[src/rtl/fetch_unit.sv]
// fetch_unit: owns the PC, fetches from variable-latency instruction memory, drives IF/ID.
// Define FETCH_PERF_CNT_EN to add saturating delivered-instruction and wait-cycle counters.
module fetch_unit #(
    parameter logic [15:0] RESET_PC = 16'h0000,
    parameter logic [15:0] PC_INC = 16'd2
) (
    input  logic        clk,
    input  logic        rst,
    input  logic        stall,
    input  logic        redirect,
    input  logic [15:0] redirectPC,
    output logic [15:0] imemAddr,
    output logic        imemRd,
    input  logic [15:0] imemData,
    input  logic        imemDone,
    output logic [15:0] instrOut,
    output logic [15:0] currPCOut,
    output logic [15:0] nextPCOut,
    output logic        fetchValid,
    output logic        halted,
    output logic [15:0] fetchCount,
    output logic [15:0] waitCount
);
    localparam logic [15:0] NOP = 16'h0800;
    typedef enum logic [1:0] {REQ, HOLD, SQUASH, HALT} state_t;
    state_t state, stateNext;
    logic [15:0] pc, pcNext, reqAddr, holdInstr, rawInstr;
    logic offered, delivered, isHalt;
    always_comb begin
        imemRd = state == REQ || state == SQUASH;
        imemAddr = state == SQUASH ? reqAddr : pc;
        rawInstr = state == HOLD ? holdInstr : imemData;
        isHalt = rawInstr[15:11] == 5'b00000;
        offered = (state == REQ && imemDone) || state == HOLD;
        fetchValid = offered && !redirect;
        delivered = fetchValid && !stall;
        instrOut = fetchValid ? rawInstr : NOP;
        currPCOut = pc;
        nextPCOut = pc + PC_INC;
        halted = state == HALT;
        pcNext = redirect ? redirectPC : delivered ? pc + PC_INC : pc;
        // A redirect never abandons an in-flight read: it is drained in SQUASH instead.
        stateNext = state == SQUASH ? (imemDone ? REQ : SQUASH)
                  : state == HALT   ? (redirect ? REQ : HALT)
                  : redirect        ? ((state == REQ && !imemDone) ? SQUASH : REQ)
                  : !offered        ? REQ
                  : stall           ? HOLD
                  : isHalt          ? HALT : REQ;
    end
    always_ff @(posedge clk) begin
        if (rst) begin
            state <= REQ;
            pc <= RESET_PC;
            reqAddr <= RESET_PC;
            holdInstr <= NOP;
        end else begin
            state <= stateNext;
            pc <= pcNext;
            if (imemRd) reqAddr <= imemAddr;
            if (state == REQ && stateNext == HOLD) holdInstr <= imemData;
        end
    end
`ifdef FETCH_PERF_CNT_EN
    always_ff @(posedge clk) begin
        if (rst) begin
            fetchCount <= '0;
            waitCount <= '0;
        end else begin
            if (delivered && fetchCount != 16'hFFFF) fetchCount <= fetchCount + 16'd1;
            if (imemRd && !imemDone && waitCount != 16'hFFFF) waitCount <= waitCount + 16'd1;
        end
    end
`else
    assign fetchCount = '0;
    assign waitCount = '0;
`endif
endmodule

[config.mk]
export PLATFORM = sky130hd
export DESIGN_NAME = fetch_unit
export DESIGN_NICKNAME = d
export VERILOG_FILES = /design/src/rtl/fetch_unit.sv
export SDC_FILE = /design/constraint.sdc
export NUM_CORES = 1
export LEC_CHECK = 0
export ABC_CLOCK_PERIOD_IN_PS = 2550
export BUFFER_PORTS_ARGS = -buffer_cell sky130_fd_sc_hd__buf_2
export CORE_MARGIN = 8
export CORE_UTILIZATION = 48
export CTS_BUF_LIST = sky130_fd_sc_hd__clkbuf_8 sky130_fd_sc_hd__clkbuf_16
export CTS_CLUSTER_SIZE = 12
export DETAILED_ROUTE_END_ITERATION = 7
export PLACE_DENSITY_LB_ADDON = 0.1
export SLEW_MARGIN = 10
export SYNTH_ARGS = -nofsm -noshare
export SYNTH_HDL_FRONTEND = slang
export SYNTH_SLANG_ARGS = --single-unit
[constraint.sdc]
create_clock -name clk -period 2.55 [get_ports clk]
set_clock_uncertainty 0.2 [all_clocks]
set_input_delay 0.1275 -clock clk [delete_from_list [all_inputs] [get_ports clk]]
set_output_delay 0.1275 -clock clk [all_outputs]
set_load 0.05 [all_outputs]
==> impl_metrics.toml, run 1 <==
[run_status]
status = "finished, final reports clean"

[final_layout]
stdcell_area_sq_um = 3880
areaGrowthSynthToFinish_pct = 27.7
n_fill_cell = 573
layout-drive-gt1-share_pct = 26.9
nNetsFinal = 566
diodes = 0

[route]
dr.first_iter.drc_count = 265
vias_per_cell = 5.24
wl_mm = 9.07
drc_errors = 0
detail-route-antenna-nets = 0
vias = 3164
first_pass_iters = 5
wl_per_cell_um = 15.0

[floorplan]
coreArea_sq_um = 6240
die_w_um = 95.6
boundaryPins = 136
dieArea_sq_um = 9130
fp-row-count = 29
start_util_pct = 48.7
die_h_um = 95.6

[grt]
gr-total-overflow = 0
grt_pass1_wl_mm = 14.7
grt_max_degree = 55
antenna_found_initial = 0
grt_usage_pct = 19.8
grt_pass1_vias = 3154

[power_and_ir_drop]
power_switching_w = 0.000792
switching_share_pct = 39.6
seqPwrFrac_pct = 43.2
comb_power_share_pct = 34.1
ir_drop_v = 0.000340
p_clk_share_pct = 22.7
internal_power_w = 0.00121
p_per_area_nw_per_um2 = 515
p_leak_nw = 1.74

[placed_design]
place_area_sq_um = 3500
io_buffers = 103
place_congestion = 0.882
place_hpwl_mm = 6.54

[logic_synthesis]
synth.area.top_cells = "dfxtp_1 (33%), nand2_1 (13%), buf_4 (8.9%), a21oi_1 (8.1%), mux2_2 (5.9%)"
postSynthAreaPerCell_sq_um = 7.41
synth_warnings = 0
synth_top_family_by_area = "simple AND/OR/NAND/NOR gates"
syn-cell-area_sq_um = 3040
synth_top_area_share_pct = 32.9
synth_compound_area_share_pct = 16.3
async_flop_share_pct = 0
yosysTopAreaCell = "dfxtp_1"
synthXorXnorAreaFrac_pct = 4.32
ys_types = 44
muxShareOfSynthArea_pct = 6.26
synth_seq_cells = 50
synth_flop_cell = "dfxtp_1"
synth_edf_count = 0
yosysSeqAreaShare_pct = 32.9
synthAdderAreaFrac_pct = 0.412
synth-simple-area-share_pct = 26.2
syn_inst = 410

[timing]
rsz0062_at_grt = "false"
max_slew_margin_pct = 32.7
setup_tns_ns = 0
hold_viol_final = 0
max_freq_mhz = 422
timing.final.crit_share_pct = 92.9
finalSetupViolations = 0
drv_slew = 0
period_needed_ns = 2.37
worst_slew_pin_slew_ns = 1.01

[setup_path]
startpoint_type = "register"
path_class = "reg2out"
crit_cells = 5
worstPathRequired_ns = 2.22
rrSetupSlack_ns = 0.46
end_kind = "output pin"
reg2regPathDepth = 4
crit_fanout = 9
cp_top_family = "simple AND/OR/NAND/NOR gates"
crit_end = "nextPCOut[15]"
r2r-end = "currPCOut[11]$_SDFFE_PP0N_"
cp_slowest_cell = "dfxtp_1"
setup.worst_path.start = "currPCOut[4]$_SDFFE_PP0N_"
crit_chain = "nand4_1 > nor4_1 > buf_4 > xor2_2 > buf_2"
critical_path.max_stage_delay_ns = 0.52
path_buf_inv = 2
arrival_ns = 2.04
r2r-start = "currPCOut[4]$_SDFFE_PP0N_"

[clock_network]
cts_resized = 0
cts_buffers = 5
clk_latency_ns = 0.30
clk_pin_slew_ns = 0.08
root_buffer = "clkbuf_8"
cts_buffer_depth = 2
htreeDepth = 2
cts_tree = "done"
cts_sinks = 50

[worst_hold_path]
hold_path_class = "in2reg"

[flow_run]
max-cap-violations = 0
[Yosys cell counts (3+ instances only)]
cell	instances
dfxtp_1	50
and4_1	3
or3_1	6
nand3b_1	3
a311oi_1	3
nand2_1	109
clkbuf_1	18
inv_1	5
buf_4	36
mux2_2	16
nor4_1	3
buf_2	7
nor2_1	12
or4_1	4
xor2_1	4
a22oi_1	3
a21oi_1	49
and2_1	4
nand3_1	12
o21ai_0	3
o311ai_0	5
xnor2_1	11
a31oi_1	9
nand4_1	5
nor3_1	3
[worst min path at each step]
stage / from / to / cells after the start
2_1_floorplan: imemData[11] / holdInstr[11]$_SDFFE_PP1P_ / 2
3_3_place_gp: redirectPC[0] / currPCOut[0]$_SDFFE_PP0P_ / 3
3_5_place_dp: redirectPC[0] / currPCOut[0]$_SDFFE_PP0P_ / 3
4_1_cts: redirectPC[9] / currPCOut[9]$_SDFFE_PP0N_ / 4
5_1_grt: redirectPC[9] / currPCOut[9]$_SDFFE_PP0N_ / 4
6_report: redirectPC[9] / currPCOut[9]$_SDFFE_PP0N_ / 4
[metrics by stage]
| stage | hold slack (ns) | worst slack [ns] | util (%) | std cells | power (W) |
|---|---|---|---|---|---|
| 2_1_floorplan | 0.0518 | 0.0259 | - | 441 | 0.00142 |
| 3_3_place_gp | 0.161 | 0.544 | 56.0 | 568 | 0.00152 |
| 3_5_place_dp | 0.177 | 0.459 | 56.0 | 568 | 0.00153 |
| 4_1_cts | 0.0182 | 0.172 | 62.1 | 604 | 0.00201 |
| 5_1_grt | 0.0298 | 0.0815 | 62.1 | 604 | 0.00210 |
| 6_report | 0.0192 | 0.182 | 62.1 | 604 | 0.00200 |
[flip-flops by register name (all words and copies together) (netlist names)]
| name | cells |
|---|---|
| reqAddr | 16 |
| state | 2 |
| currPCOut | 16 |
| holdInstr | 16 |
[worst reg2reg max path: cells and delay by family, from the launching register on]
family | cells | cell delay, ns
compound gates | 1 | 0.25
flops | 1 | 0.52
simple gates | 3 | 1.03
[final cells by class]
type / count / area [sq um] / share of cell area (%)
multi-input cells: 321 / 1770 / 45.7
flip-flops and latches: 50 / 1000 / 25.8
repair buffers: 145 / 906 / 23.4
well taps: 77 / 96.3 / 2.48
clock buffers: 6 / 82.6 / 2.13
inverters: 5 / 18.8 / 0.484
[routing by layer]
metal | routed length (um) | vias up | track usage (%)
met2 | 4170 | 145 | 32.4
met5 | 0 | - | 0
met1 | 3860 | 1438 | 25.2
met4 | 165 | 0 | 6.91
li1 | - | 1569 | -
met3 | 875 | 12 | 4.17
[cells by family (layout without fill, tap and decap cells)]
logic type	after synthesis	after routing
xor gates and xnor gates	15	15
AOI/OAI and AO/OA	82	82
buffers and inverters	70	156
other	1	32
and+or+nand+nor	174	174
muxes	17	17
DFF	50	50
adders and majority gates	1	1
[power by group through the flow]
stage | logic, W | registers, W | clock network (W)
after CTS | 0.000680 | 0.000864 | 0.000464
after global placement | 0.000641 | 0.000881 | 0
after global routing | 0.000724 | 0.000871 | 0.000505
final | 0.000681 | 0.000864 | 0.000455
after floorplan | 0.000499 | 0.000921 | 0
after detailed placement | 0.000644 | 0.000882 | 0
[repair_timing]
action	CTS	global route
setup buffers	0	0
hold buffers	30	0
hold endpoints to repair	30	0
[cell usage in the layout (no fill, tap or decap), types with 4 or more instances in the layout]
cell and instances:
inv_1 5, dfxtp_1 50, or3_1 6, buf_2 103
nand2_1 109, clkbuf_8 6, o311ai_0 5, a21oi_1 49
nand4_1 5, buf_4 12, a31oi_1 9, or4_1 4
xnor2_1 9, conb_1 32, nor2_1 12, mux2_2 16
nand3_1 12, dlygate4sd3_1 30, and2_1 4
No activity file was read; power rests on OpenSTA's default activity.
==> run 2: changes to the inputs <==
--- a/config.mk
+++ b/config.mk
@@ -7,7 +7,7 @@
 export LEC_CHECK = 0
 export ABC_CLOCK_PERIOD_IN_PS = 2550
 export BUFFER_PORTS_ARGS = -buffer_cell sky130_fd_sc_hd__buf_2
-export CORE_MARGIN = 8
+export CORE_MARGIN = 3
 export CORE_UTILIZATION = 48
 export CTS_BUF_LIST = sky130_fd_sc_hd__clkbuf_8 sky130_fd_sc_hd__clkbuf_16
 export CTS_CLUSTER_SIZE = 12
==> impl_metrics.toml, run 2 (same netlist as run 1, synthesis figures left out) <==
[run_status]
status = "finished, final reports clean"

[clock_network]
root_buffer = "clkbuf_8"
cts_resized = 0
clk_latency_ns = 0.30
clk_pin_slew_ns = 0.09
post_cts_buffers = 0
cts_buffers = 5
holdBufCountCts = 30
cts_tree = "done"
htreeDepth = 2
cts_sinks = 50
cts_buffer_depth = 2

[floorplan]
die_w_um = 85.6
die_h_um = 85.6
fp-row-count = 28
coreArea_sq_um = 6030
dieArea_sq_um = 7320
start_util_pct = 50.4
boundaryPins = 136

[route]
vias = 3182
wl_mm = 8.50
dr.first_iter.drc_count = 246
vias_per_cell = 5.29
drc_errors = 0
wl_per_cell_um = 14.1
detail-route-antenna-nets = 0
first_pass_iters = 4

[grt]
grt_pass1_vias = 2869
grt_usage_pct = 23.2
grt_pass1_wl_mm = 13.8
antenna_found_initial = 0
met1_usage_pct = 31.9
grt_max_degree = 55
gr-total-overflow = 0
met2_usage_pct = 37.1
use_met3_pct = 4.90
busiest_layer = "met2"

[timing]
worst_slew_pin_slew_ns = 0.964
setup_ws_ns = 0.143
hold_viol_final = 0
drv_slew = 0
finalSetupViolations = 0
setup_tns_ns = 0
max_slew_margin_pct = 35.8
fin_hold_ws_ns = 0.0151
rsz0062_at_grt = "false"
period_needed_ns = 2.41
timing.final.crit_share_pct = 94.4
max_freq_mhz = 415

[final_layout]
diodes = 0
multiInputGateArea_sq_um = 1770
stdcell_area_sq_um = 3890
n_fill_cell = 551
seqCellArea_sq_um = 1000
layout-drive-gt1-share_pct = 26.8
final_cell_mix = "nand2_1 (109), buf_2 (103), dfxtp_1 (50)"
areaGrowthSynthToFinish_pct = 28.1
layout_commonest_cell = "nand2_1"
nNetsFinal = 564

[worst_hold_path]
hold_path_class = "in2reg"

[placed_design]
io_buffers = 103
place_area_sq_um = 3480
place_hpwl_mm = 5.86
place_congestion = 0.832
pre_cts_slack_ns = 0.442

[setup_path]
startpoint_type = "register"
arrival_ns = 2.08
worstPathRequired_ns = 2.22
end_kind = "output pin"
crit_fanout = 8
path_class = "reg2out"

[power_and_ir_drop]
p_per_area_nw_per_um2 = 543
p_leak_nw = 1.75
ir_drop_v = 0.000324

[flow_run]
max-cap-violations = 0
==> run 2: per-layer routing <==
metal,up-vias,wire length [um]
met3,6,741
met4,0,68
li1,1577,-
met2,139,3830
met1,1460,3870
met5,-,0
==> run 2: path summary, 6_finish.rpt <==
kind	slack, ns	depth (start not counted)	startpoint	end
worst max-delay path	0.14	6	currPCOut[2]$_SDFFE_PP0N_	nextPCOut[15]
worst min-delay path	0.02	4	redirectPC[14]	currPCOut[14]$_SDFFE_PP0N_
worst max register to register	0.43	5	currPCOut[2]$_SDFFE_PP0N_	currPCOut[11]$_SDFFE_PP0N_
worst min register to register	0.25	2	reqAddr[5]$_SDFFE_PP0P_	reqAddr[5]$_SDFFE_PP0P_
==> run 2: through the flow <==
stage	util, %	total power [W]	std cells
3_5_place_dp	57.7	0.00152	564
3_3_place_gp	57.7	0.00152	564
6_report	64.6	0.00211	601
4_1_cts	64.6	0.00213	601
2_1_floorplan	-	0.00142	441
5_1_grt	64.6	0.00221	601
==> run 2: layout make-up <==
cell class,instances,area share (%)
Clock buffer,6,2.12
Clock inverter,1,0.772
Inverter,5,0.482
Multi-Input combinational cell,321,45.6
Sequential cell,50,25.7
Tap cell,75,2.41
Timing Repair Buffer,143,22.9
==> run 2: power breakdown <==
group          switching [W]  internal, W  leakage [nW]  total [W]
registers          0.0000492     0.000819         0.409   0.000868
logic               0.000496     0.000175          1.28   0.000671
clock network       0.000262     0.000314        0.0573   0.000576
total               0.000806      0.00131          1.75    0.00211
==> run 2: worst max-delay path, cell delays in order, from the launching register on <==
cell,delay [ns]
dfxtp_1,0.47
ha_1,0.30
nand2_1,0.07
nor4_1,0.32
buf_4,0.19
xor2_2,0.13
buf_2,0.28
==> run 3: changes to the inputs <==
--- a/config.mk
+++ b/config.mk
@@ -8,8 +8,8 @@
 export ABC_CLOCK_PERIOD_IN_PS = 2550
 export BUFFER_PORTS_ARGS = -buffer_cell sky130_fd_sc_hd__buf_2
 export CORE_MARGIN = 3
-export CORE_UTILIZATION = 48
-export CTS_BUF_LIST = sky130_fd_sc_hd__clkbuf_8 sky130_fd_sc_hd__clkbuf_16
+export CORE_UTILIZATION = 49
+export CTS_BUF_LIST = sky130_fd_sc_hd__clkbuf_4
 export CTS_CLUSTER_SIZE = 12
 export DETAILED_ROUTE_END_ITERATION = 7
 export PLACE_DENSITY_LB_ADDON = 0.1
==> impl_metrics.toml, run 3 (same netlist as run 1, synthesis figures left out) <==
[grt]
grt_pass1_vias = 2884
grt_max_degree = 55
antenna_found_initial = 0
grt_pass1_wl_mm = 14.0
grt_usage_pct = 23.6
gr-total-overflow = 0

[floorplan]
coreArea_sq_um = 5960
die_h_um = 84.7
start_util_pct = 51.0
boundaryPins = 136
fp-row-count = 28
die_w_um = 84.7
dieArea_sq_um = 7180

[timing]
max_slew_margin_pct = 32.7
rsz0062_at_grt = "false"
drv_slew = 0
hold_viol_final = 0
setup_tns_ns = 0
worst_slew_pin_slew_ns = 1.01
period_needed_ns = 2.41
timing.final.crit_share_pct = 94.4
max_freq_mhz = 415
finalSetupViolations = 0

[route]
first_pass_iters = 4
wl_mm = 8.73
vias = 3215
vias_per_cell = 5.26
dr.first_iter.drc_count = 279
drc_errors = 0
detail-route-antenna-nets = 0
wl_per_cell_um = 14.3

[placed_design]
place_area_sq_um = 3490
placed_cells = 565
place_congestion = 0.791
io_buffers = 103
place_hpwl_mm = 5.80

[power_and_ir_drop]
p_leak_nw = 1.75
p_per_area_nw_per_um2 = 491
ir_drop_v = 0.000290

[clock_network]
clk_pin_slew_ns = 0.14
cts_buffer_depth = 2
clk_latency_ns = 0.38
post_cts_buffers = 0
cts_buffers = 5
cts_tree = "done"
cts_sinks = 50
root_buffer = "clkbuf_4"
htreeDepth = 2

[setup_path]
end_kind = "output pin"
cp_slowest_cell = "dfxtp_1"
path_class = "reg2out"
r2r-start = "currPCOut[6]$_SDFFE_PP0N_"
crit_fanout = 18
crit_chain = "buf_4 > or2b_1 > buf_4 > mux2_2 > buf_2"
cp_top_family = "buffers and inverters"
arrival_ns = 2.08
reg2regPathDepth = 4
path_buf_inv = 3
rrSetupSlack_ns = 0.50
r2r-end = "currPCOut[11]$_SDFFE_PP0N_"
critical_path.max_stage_delay_ns = 0.48
crit_top_cell = "buf_4"
worstPathRequired_ns = 2.22
startpoint_type = "register"

[final_layout]
stdcell_count = 611
layout-drive-gt1-share_pct = 27.4
final_cell_mix = "nand2_1 (109), buf_2 (103), a21oi_1 (49)"
utilization_pct = 65.9
nNetsFinal = 573
areaGrowthSynthToFinish_pct = 29.2
layout_commonest_cell = "nand2_1"
diodes = 0
stdcell_area_sq_um = 3930

[worst_hold_path]
holdCritStartpoint = "redirect"
whs_endpoint = "currPCOut[0]$_SDFFE_PP0P_"
hold_path_class = "in2reg"
holdPathStages = 3

[run_status]
status = "finished, final reports clean"

[flow_run]
max-cap-violations = 0
run 3: final cells by class:
type	count	area [sq um]
inverters	5	18.8
flip-flops and latches	50	1010
multi-input cells	321	1770
fillers	546	2030
clock inverters	2	8.76
repair buffers	152	978
clock buffers	6	45.0
well taps	75	93.8
run 3: repair_timing:
action,CTS,global route
endpoints found under the hold margin,33,0
resized for setup,0,5
hold buffers,38,0
endpoints found under the setup margin,0,2
run 3: worst reg2reg max path: cells and delay by family, from the launching register on:
kind / cells / cell delay [ns]
and+or+nand+nor: 3 / 1.01
AOI/OAI and AO/OA: 1 / 0.27
DFF: 1 / 0.50
run 3: per-stage QoR:
stage          power [W]  hold slack, ns  setup slack, ns
6_report         0.00193          0.0386            0.142
5_1_grt          0.00201          0.0374          0.00710
4_1_cts          0.00193          0.0208            0.106
3_5_place_dp     0.00152           0.172            0.458
3_3_place_gp     0.00152           0.162            0.484
2_1_floorplan    0.00142          0.0518           0.0259
run 3: metal layers:
metal | vias up | global-route usage, % | routed length, um
met3 | 13 | 4.42 | 611
li1 | 1585 | - | -
met5 | - | 0 | 0
met1 | 1478 | 34.0 | 4050
met4 | 0 | 6.19 | 124
met2 | 139 | 36.3 | 3940
run 3: worst max path at each step:
stage / from / to / slack, ns / cells after the start
2_1_floorplan: currPCOut[1]$_SDFFE_PP0N_ / nextPCOut[11] / 0.03 / 5
3_3_place_gp: currPCOut[4]$_SDFFE_PP0N_ / currPCOut[13]$_SDFFE_PP0N_ / 0.48 / 4
3_5_place_dp: currPCOut[5]$_SDFFE_PP0N_ / currPCOut[13]$_SDFFE_PP0N_ / 0.46 / 4
4_1_cts: currPCOut[5]$_SDFFE_PP0N_ / nextPCOut[15] / 0.11 / 5
5_1_grt: state[0]$_SDFF_PP0_ / imemAddr[3] / 0.007 / 5
6_report: state[0]$_SDFF_PP0_ / imemAddr[3] / 0.14 / 5
run 3: report_power, final:
part | switching (W) | internal [W]
sequential | 0.0000469 | 0.000821
clock | 0.000259 | 0.000115
combinational | 0.000502 | 0.000185
total | 0.000807 | 0.00112
